**config.mk**
```make
export PLATFORM = sky130hd
export DESIGN_NAME = pipelined_barrel_shifter
export DESIGN_NICKNAME = d
export VERILOG_FILES = /design/src/rtl/pipelined_barrel_shifter_pkg.sv /design/src/rtl/pipelined_barrel_shifter_shift_stage.sv /design/src/rtl/pipelined_barrel_shifter.sv
export SDC_FILE = /design/constraint.sdc
export NUM_CORES = 1
export LEC_CHECK = 0
export CAP_MARGIN = 20
export CORE_UTILIZATION = 60
export DETAILED_ROUTE_END_ITERATION = 16
export PLACE_DENSITY = 0.89
export RECOVER_POWER = 50
export SYNTH_ARGS = -nofsm -noshare
export SYNTH_HDL_FRONTEND = slang
export SYNTH_SLANG_ARGS = --single-unit
```
**constraint.sdc**
```tcl
create_clock -name clk -period 4 [get_ports clk]
set_clock_uncertainty 0.15 [all_clocks]
set_input_delay 0.4 -clock clk [delete_from_list [all_inputs] [get_ports clk]]
set_output_delay 0.4 -clock clk [all_outputs]
set_load 0.01 [all_outputs]
```
**src/rtl/pipelined_barrel_shifter_pkg.sv**
```systemverilog
// Shared definitions for the pipelined barrel shifter: the 2-bit shift-mode encoding.
package pipelined_barrel_shifter_pkg;

  typedef enum logic [1:0] {
    SHIFT_LSL = 2'b00,
    SHIFT_LSR = 2'b01,
    SHIFT_ASR = 2'b10,
    SHIFT_ROR = 2'b11
  } shift_op_e;

endpackage

```
**src/rtl/pipelined_barrel_shifter_shift_stage.sv**
```systemverilog
// One registered log-stage of the barrel shifter: shifts by STEP when the matching
// shamt bit is set, selects the fill bits per mode, and holds everything while stalled.
module shift_stage
  import pipelined_barrel_shifter_pkg::*;
#(
  parameter  int WIDTH = 32,
  parameter  int STEP  = 1,
  localparam int SHW   = $clog2(WIDTH),
  localparam int BIT   = $clog2(STEP)
) (
  input  logic             clk,
  input  logic             rst_n,
  input  logic             advance,
  input  logic             in_valid,
  input  logic [WIDTH-1:0] in_data,
  input  logic [SHW-1:0]   in_shamt,
  input  shift_op_e        in_op,
  output logic             out_valid,
  output logic [WIDTH-1:0] out_data,
  output logic [SHW-1:0]   out_shamt,
  output shift_op_e        out_op
);

  logic [WIDTH-1:0] shifted;

  // NOTE: every always_comb output gets a default first, so no path can infer a latch.
  always_comb begin
    shifted = in_data;
    if (in_shamt[BIT]) begin
      unique case (in_op)
        SHIFT_LSL: shifted = in_data << STEP;
        SHIFT_LSR: shifted = in_data >> STEP;
        SHIFT_ASR: shifted = {{STEP{in_data[WIDTH-1]}}, in_data[WIDTH-1:STEP]};
        SHIFT_ROR: shifted = {in_data[STEP-1:0], in_data[WIDTH-1:STEP]};
        default:   shifted = in_data;
      endcase
    end
  end

  // NOTE: sequential state uses non-blocking assignments only, so every stage
  // samples its predecessor's pre-edge value regardless of evaluation order.
  // NOTE: data registers are reset too, because the last stage drives out_data,
  // which must read zero during reset; earlier stages just share the same code.
  always_ff @(posedge clk or negedge rst_n) begin
    if (!rst_n) begin
      out_valid <= 1'b0;
      out_data  <= '0;
      out_shamt <= '0;
      out_op    <= SHIFT_LSL;
    end else if (advance) begin
      out_valid <= in_valid;
      out_data  <= shifted;
      out_shamt <= in_shamt;
      out_op    <= in_op;
    end
  end

endmodule

```
**src/rtl/pipelined_barrel_shifter.sv**
```systemverilog
// Pipelined barrel shifter: SHW registered log-stages, one beat per cycle, and the
// whole pipe freezes while the output beat is held back by out_ready.
module pipelined_barrel_shifter
  import pipelined_barrel_shifter_pkg::*;
#(
  parameter  int WIDTH = 32,
  localparam int SHW   = $clog2(WIDTH)
) (
  input  logic             clk,
  input  logic             rst_n,
  input  logic             in_valid,
  output logic             in_ready,
  input  logic [WIDTH-1:0] in_data,
  input  logic [SHW-1:0]   in_shamt,
  input  logic [1:0]       in_op,
  output logic             out_valid,
  input  logic             out_ready,
  output logic [WIDTH-1:0] out_data,
  output logic             out_zero
);

  // Index k is the input of stage k; index SHW is the output register of the last stage.
  logic             valid_q [SHW+1];
  logic [WIDTH-1:0] data_q  [SHW+1];
  logic [SHW-1:0]   shamt_q [SHW+1];
  shift_op_e        op_q    [SHW+1];

  // Stalling is decided purely by the output handshake, so in_valid never reaches in_ready.
  assign in_ready = !(out_valid && !out_ready);

  assign valid_q[0] = in_valid;
  assign data_q[0]  = in_data;
  assign shamt_q[0] = in_shamt;
  assign op_q[0]    = shift_op_e'(in_op);

  for (genvar k = 0; k < SHW; k++) begin : g_stage
    shift_stage #(
      .WIDTH (WIDTH),
      .STEP  (1 << k)
    ) u_stage (
      .clk       (clk),
      .rst_n     (rst_n),
      .advance   (in_ready),
      .in_valid  (valid_q[k]),
      .in_data   (data_q[k]),
      .in_shamt  (shamt_q[k]),
      .in_op     (op_q[k]),
      .out_valid (valid_q[k+1]),
      .out_data  (data_q[k+1]),
      .out_shamt (shamt_q[k+1]),
      .out_op    (op_q[k+1])
    );
  end

  assign out_valid = valid_q[SHW];
  assign out_data  = data_q[SHW];
  assign out_zero  = (data_q[SHW] == '0);

endmodule

```
Word level (Yosys, flattened, before mapping)
Index checks and enable logic that the tools add are counted.
W data, S select, Z words.
- equal/unequal tests: 15
- multiplexer cells: 10
- reduce and logical (&&, ||, !) cells: 9
- operators by type and width (cell ; count):
    $pmux W32 S4 ; 5
    $mux W32 ; 5
    $logic_not A32 Y1 ; 1
    $eq A2 B2 Y1 const B ; 10
    $eq A2 B1 Y1 const B ; 5
    $logic_not A2 Y1 ; 5
    $logic_not A1 Y1 ; 2
    $logic_and A1 B1 Y1 ; 1
- bits in registers: 193
- bits of input ports: 43
- word-level logic and storage cells: 52

Logic depth before layout (Yosys ltp)
- depth in word-level cells: 3
- depth in mapped cells: 7
- gate-level depth less buffers: 4

By module
From an unflattened synthesis, not the netlist that was laid out.
- cell total of the unflattened synthesis: 1003
- area, all modules: 10731.5 sq um
- by module, submodules not included (module ; times used ; cells each ; area each (sq um) ; seq. area each (sq um)):
    shift_stage (g_stage[3].u_stage) ; 1 ; 208 ; 2210.9 ; 1001.0
    shift_stage (g_stage[2].u_stage) ; 1 ; 203 ; 2192.1 ; 1001.0
    shift_stage (g_stage[0].u_stage) ; 1 ; 198 ; 2110.8 ; 1001.0
    shift_stage (g_stage[1].u_stage) ; 1 ; 199 ; 2105.8 ; 1001.0
    shift_stage (g_stage[4].u_stage) ; 1 ; 183 ; 2033.2 ; 1001.0
    pipelined_barrel_shifter ; 1 ; 12 ; 78.8 ; 0.0

Worst setup path after synthesis
OpenSTA, ideal clock, no wires.
- path kind: reg2out
- from: register g_stage[4].u_stage.out_valid
- to: output in_ready
- arrival: 1.063 ns
- data required time: 3.450 ns
- path slack: 2.387 ns
- stages on the path, launching flop included: 6
- path buffers: 3
- cell sequence: dfrtp_1 nor2b_1 buf_6 clkinv_2 buf_4 buf_2
- cells in the longest elaborated chain, start to end: 2
- RTL lines (what ; line ; text):
    from (decl) ; pipelined_barrel_shifter_shift_stage.sv:18 ; output logic out_valid,
    from (signal assigned) ; pipelined_barrel_shifter_shift_stage.sv:51 ; out_valid <= in_valid;
    $logic_and A1 B1 Y1 ; pipelined_barrel_shifter.sv:29 ; assign in_ready = !(out_valid && !out_ready);
    $logic_not A1 Y1 ; pipelined_barrel_shifter.sv:29 ;
    to (decl) ; pipelined_barrel_shifter.sv:12 ; output logic in_ready,
Every way passes these cells.

Worst setup path in the final report
Same ends and word-level chain as after synthesis.

==> metrics.md <==
| Metric | Value |
|---|---|
| Period minus WS final | 2709 ps |
| Setup Buffers After CTS | 0 |
| Cells after Synth | 1205 |
| Final WL | 25020 microns |
| Area delta synth->final | 8.968% |
| CTS tree | built |
| Crit. End Element | output port |
| Setup Crit Path Kind | flop to output port |
| Initial Util | 62.30% |
| Yosys reg bits | 183 |
| Post_cts resized | 0 |
| Layout cells sized above 1 | 5.344% |
| Gr ovfl total | 0 |
| Hold path start | g_stage[3].u_stage.out_valid |
| Die Wd | 134.2 microns |
| Fin crit share | 67.73% |
| Die span in y | 134.2 microns |
| Critical Path RT | 3450 ps |
| Fmax | 369.1 MHz |
| Post-synth design cell area | 10480 sq um |
| Worst Path Max Fanout | 114 |
| Post-route ant nets | 0 |
| Clk Latency, worst-skew pair | 440 ps |
| GRT Total Usage | 28.67% |
| Pwr/cell area | 822.8 nW/um^2 |
| Final #Nets | 1209 |
| Reg-to-Reg Start | g_stage[4].u_stage.out_valid |
| Site row count | 47 |
| H-tree depth | 4 |
| Net Count, Synth | 1248 |
| Actual slew at the worst max-slew pin | 1259 ps |
| Relative slew slack | 16.09% |
| Yosys Warn Count | 0 |
| Number of enable flip-flop cells after synthesis | 0 |
| DR WL/cell | 17.89 microns |
| Post-synthesis sequential area ratio | 43.70% |
| Post-synth top area cell | dfrtp_1 |
| Post-synth cell types | 32 |
| Worst reg2reg path depth | 5 |
| Root Buffer | clkbuf_16 |
| HPWL Detailed | 16200 microns |
| R2r setup slk | 1430 ps |
| Worst EP arrival | 2160 ps |
| Initial antenna violation count | 0 |
| Hold Vio Cnt, Final | 0 |
| Setup violators final | 0 |
| Hold EP | g_stage[4].u_stage.out_valid |
| Routed vias/inst | 6.397 |
| Top FF cell, synth | dfrtp_1 |
| I/O pins | 78 |
| Clock transition at path regs | 60 ps |
| Clk buf depth | 2 |
| CTS Buf Count | 17 |
| Final Wtd Congestion | 0.8662 |
| Layout Utilization | 67.89% |
| Asr flop ratio synth | 100.0% |
| Syn_area_per_cell | 8.696 sq um |
| Largest cells by area after synthesis | dfrtp_1, o21ai_0, o211a_1 |
| Largest net degree at the start of global routing | 115 |
| First-pass GRT wire length | 41100 microns |
| Number of port buffers | 77 |
| WHS Path Cells | 1 |
| RR Endpoint | g_stage[3].u_stage.out_data[31] |
| Sink Count | 183 |
| Number of global-route vias before repair | 8031 |
| # fillers | 1323 |
| CORE AREA | 16820 sq um |
| # diodes | 0 |
| Status | complete, no violations |
| Die area | 18000 sq um |
| RSZ-0062 raised after global routing | false |
| Yosys top cell area share | 43.70% |
| Setup Total Neg Slack | 0 ps |
| VDD IR max | 0.4377 mV |
| Initial DRT Pass Iterations | 6 |
| Most frequent cells in the layout | o21ai_0, dfrtp_1, nand2_1 |
| Max Cap Violations | 0 |
| Pleak | 5.573 nW |
| Initial DRC Count | 963 |
| Path category of the worst min-delay check | flop to flop |
| Post-route DRC | 0 |
| Setup crit start kind | flop |
| Slew Limit Fails | 0 |
| Via count | 8949 |
| Commonest non-fill, non-tap cell in the layout | o21ai_0 |
## worst max-delay path by stage
stage                                 start                               to
2_1_floorplan  g_stage[4].u_stage.out_valid                         in_ready
3_3_place_gp                      out_ready  g_stage[4].u_stage.out_data[14]
3_5_place_dp                      out_ready   g_stage[4].u_stage.out_data[2]
4_1_cts                           out_ready                         in_ready
5_1_grt                               rst_n  g_stage[3].u_stage.out_data[30]
6_report       g_stage[4].u_stage.out_valid                         in_ready
## kinds of logic after synthesis
kind of cell / synth area share [%]
and+or+nand+nor: 7.642
muxes: 1.433
xor gates and xnor gates: 0.1553
DFF: 43.70
buffers and inverters: 12.10
AOI/OAI and AO/OA: 34.97
## metal layers
layer	wire (microns)	vias to the layer above	GRT usage (%)	part of all wire, %
li1	-	4206	-	-
met1	10440	4265	38.59	42
met2	12330	417	46.89	49
met3	1524	61	4.119	6.1
met4	731	0	11.61	2.9
met5	0	-	0	0
## power breakdown
part	leakage [nW]	switching (mW)	total, mW	internal, mW
registers	2.19	0.773	3.51	2.74
logic	3.12	2.48	4.23	1.75
clock network	0.266	0.722	1.66	0.936
total	5.57	3.97	9.40	5.42
## sequential cells by signal, indices dropped and copies added (netlist names)
name	flops
g_stage.u_stage.out_data	160
g_stage.u_stage.out_shamt	10
g_stage.u_stage.out_op	8
g_stage.u_stage.out_valid	5
## worst max-delay path, stage by stage, from the launching register on
cell and delay [ps]:
dfrtp_1 370, nor2b_1 180, inv_6 460, clkdlybuf4s50_1 670
## through the flow
step	worst slack, ps	std cells	cell area (sq um)	hold slack, ps	power (mW)
6_report	1291	1399	11420	311.9	9.396
4_1_cts	1336	1398	11410	314.6	9.325
3_5_place_dp	1155	1365	10830	300.2	7.632
5_1_grt	1047	1399	11420	346.7	10.00
3_3_place_gp	1193	1365	10830	292.6	7.462
2_1_floorplan	2387	1205	10480	-45.59	6.655
## cell usage after synthesis (16+ instances only)
library cell and count:
o22ai_1 59, o211a_1 99, nand2_1 142, buf_2 40, o21ai_1 70, a2bb2oi_1 16
inv_1 114, clkbuf_1 70, o311a_1 30, buf_4 33, o21ai_0 233, dfrtp_1 183
## layout make-up
| type | count | area (sq um) | share of cell area, % |
|---|---|---|---|
| clock buffer | 21 | 450.4 | 3.945 |
| clock inverter | 11 | 125.1 | 1.096 |
| inverter | 115 | 436.7 | 3.824 |
| multi-input combinational | 753 | 4632 | 40.57 |
| sequential | 183 | 4579 | 40.11 |
| tap | 220 | 275.3 | 2.411 |
| timing repair buffer | 96 | 919.6 | 8.054 |
## timing repair
action | in CTS | in global routing
hold buffers | 1 | 0
endpoints found under the setup margin | 0 | 0
endpoints found under the hold margin | 96 | 0
Power figures use the tool's default switching activity.
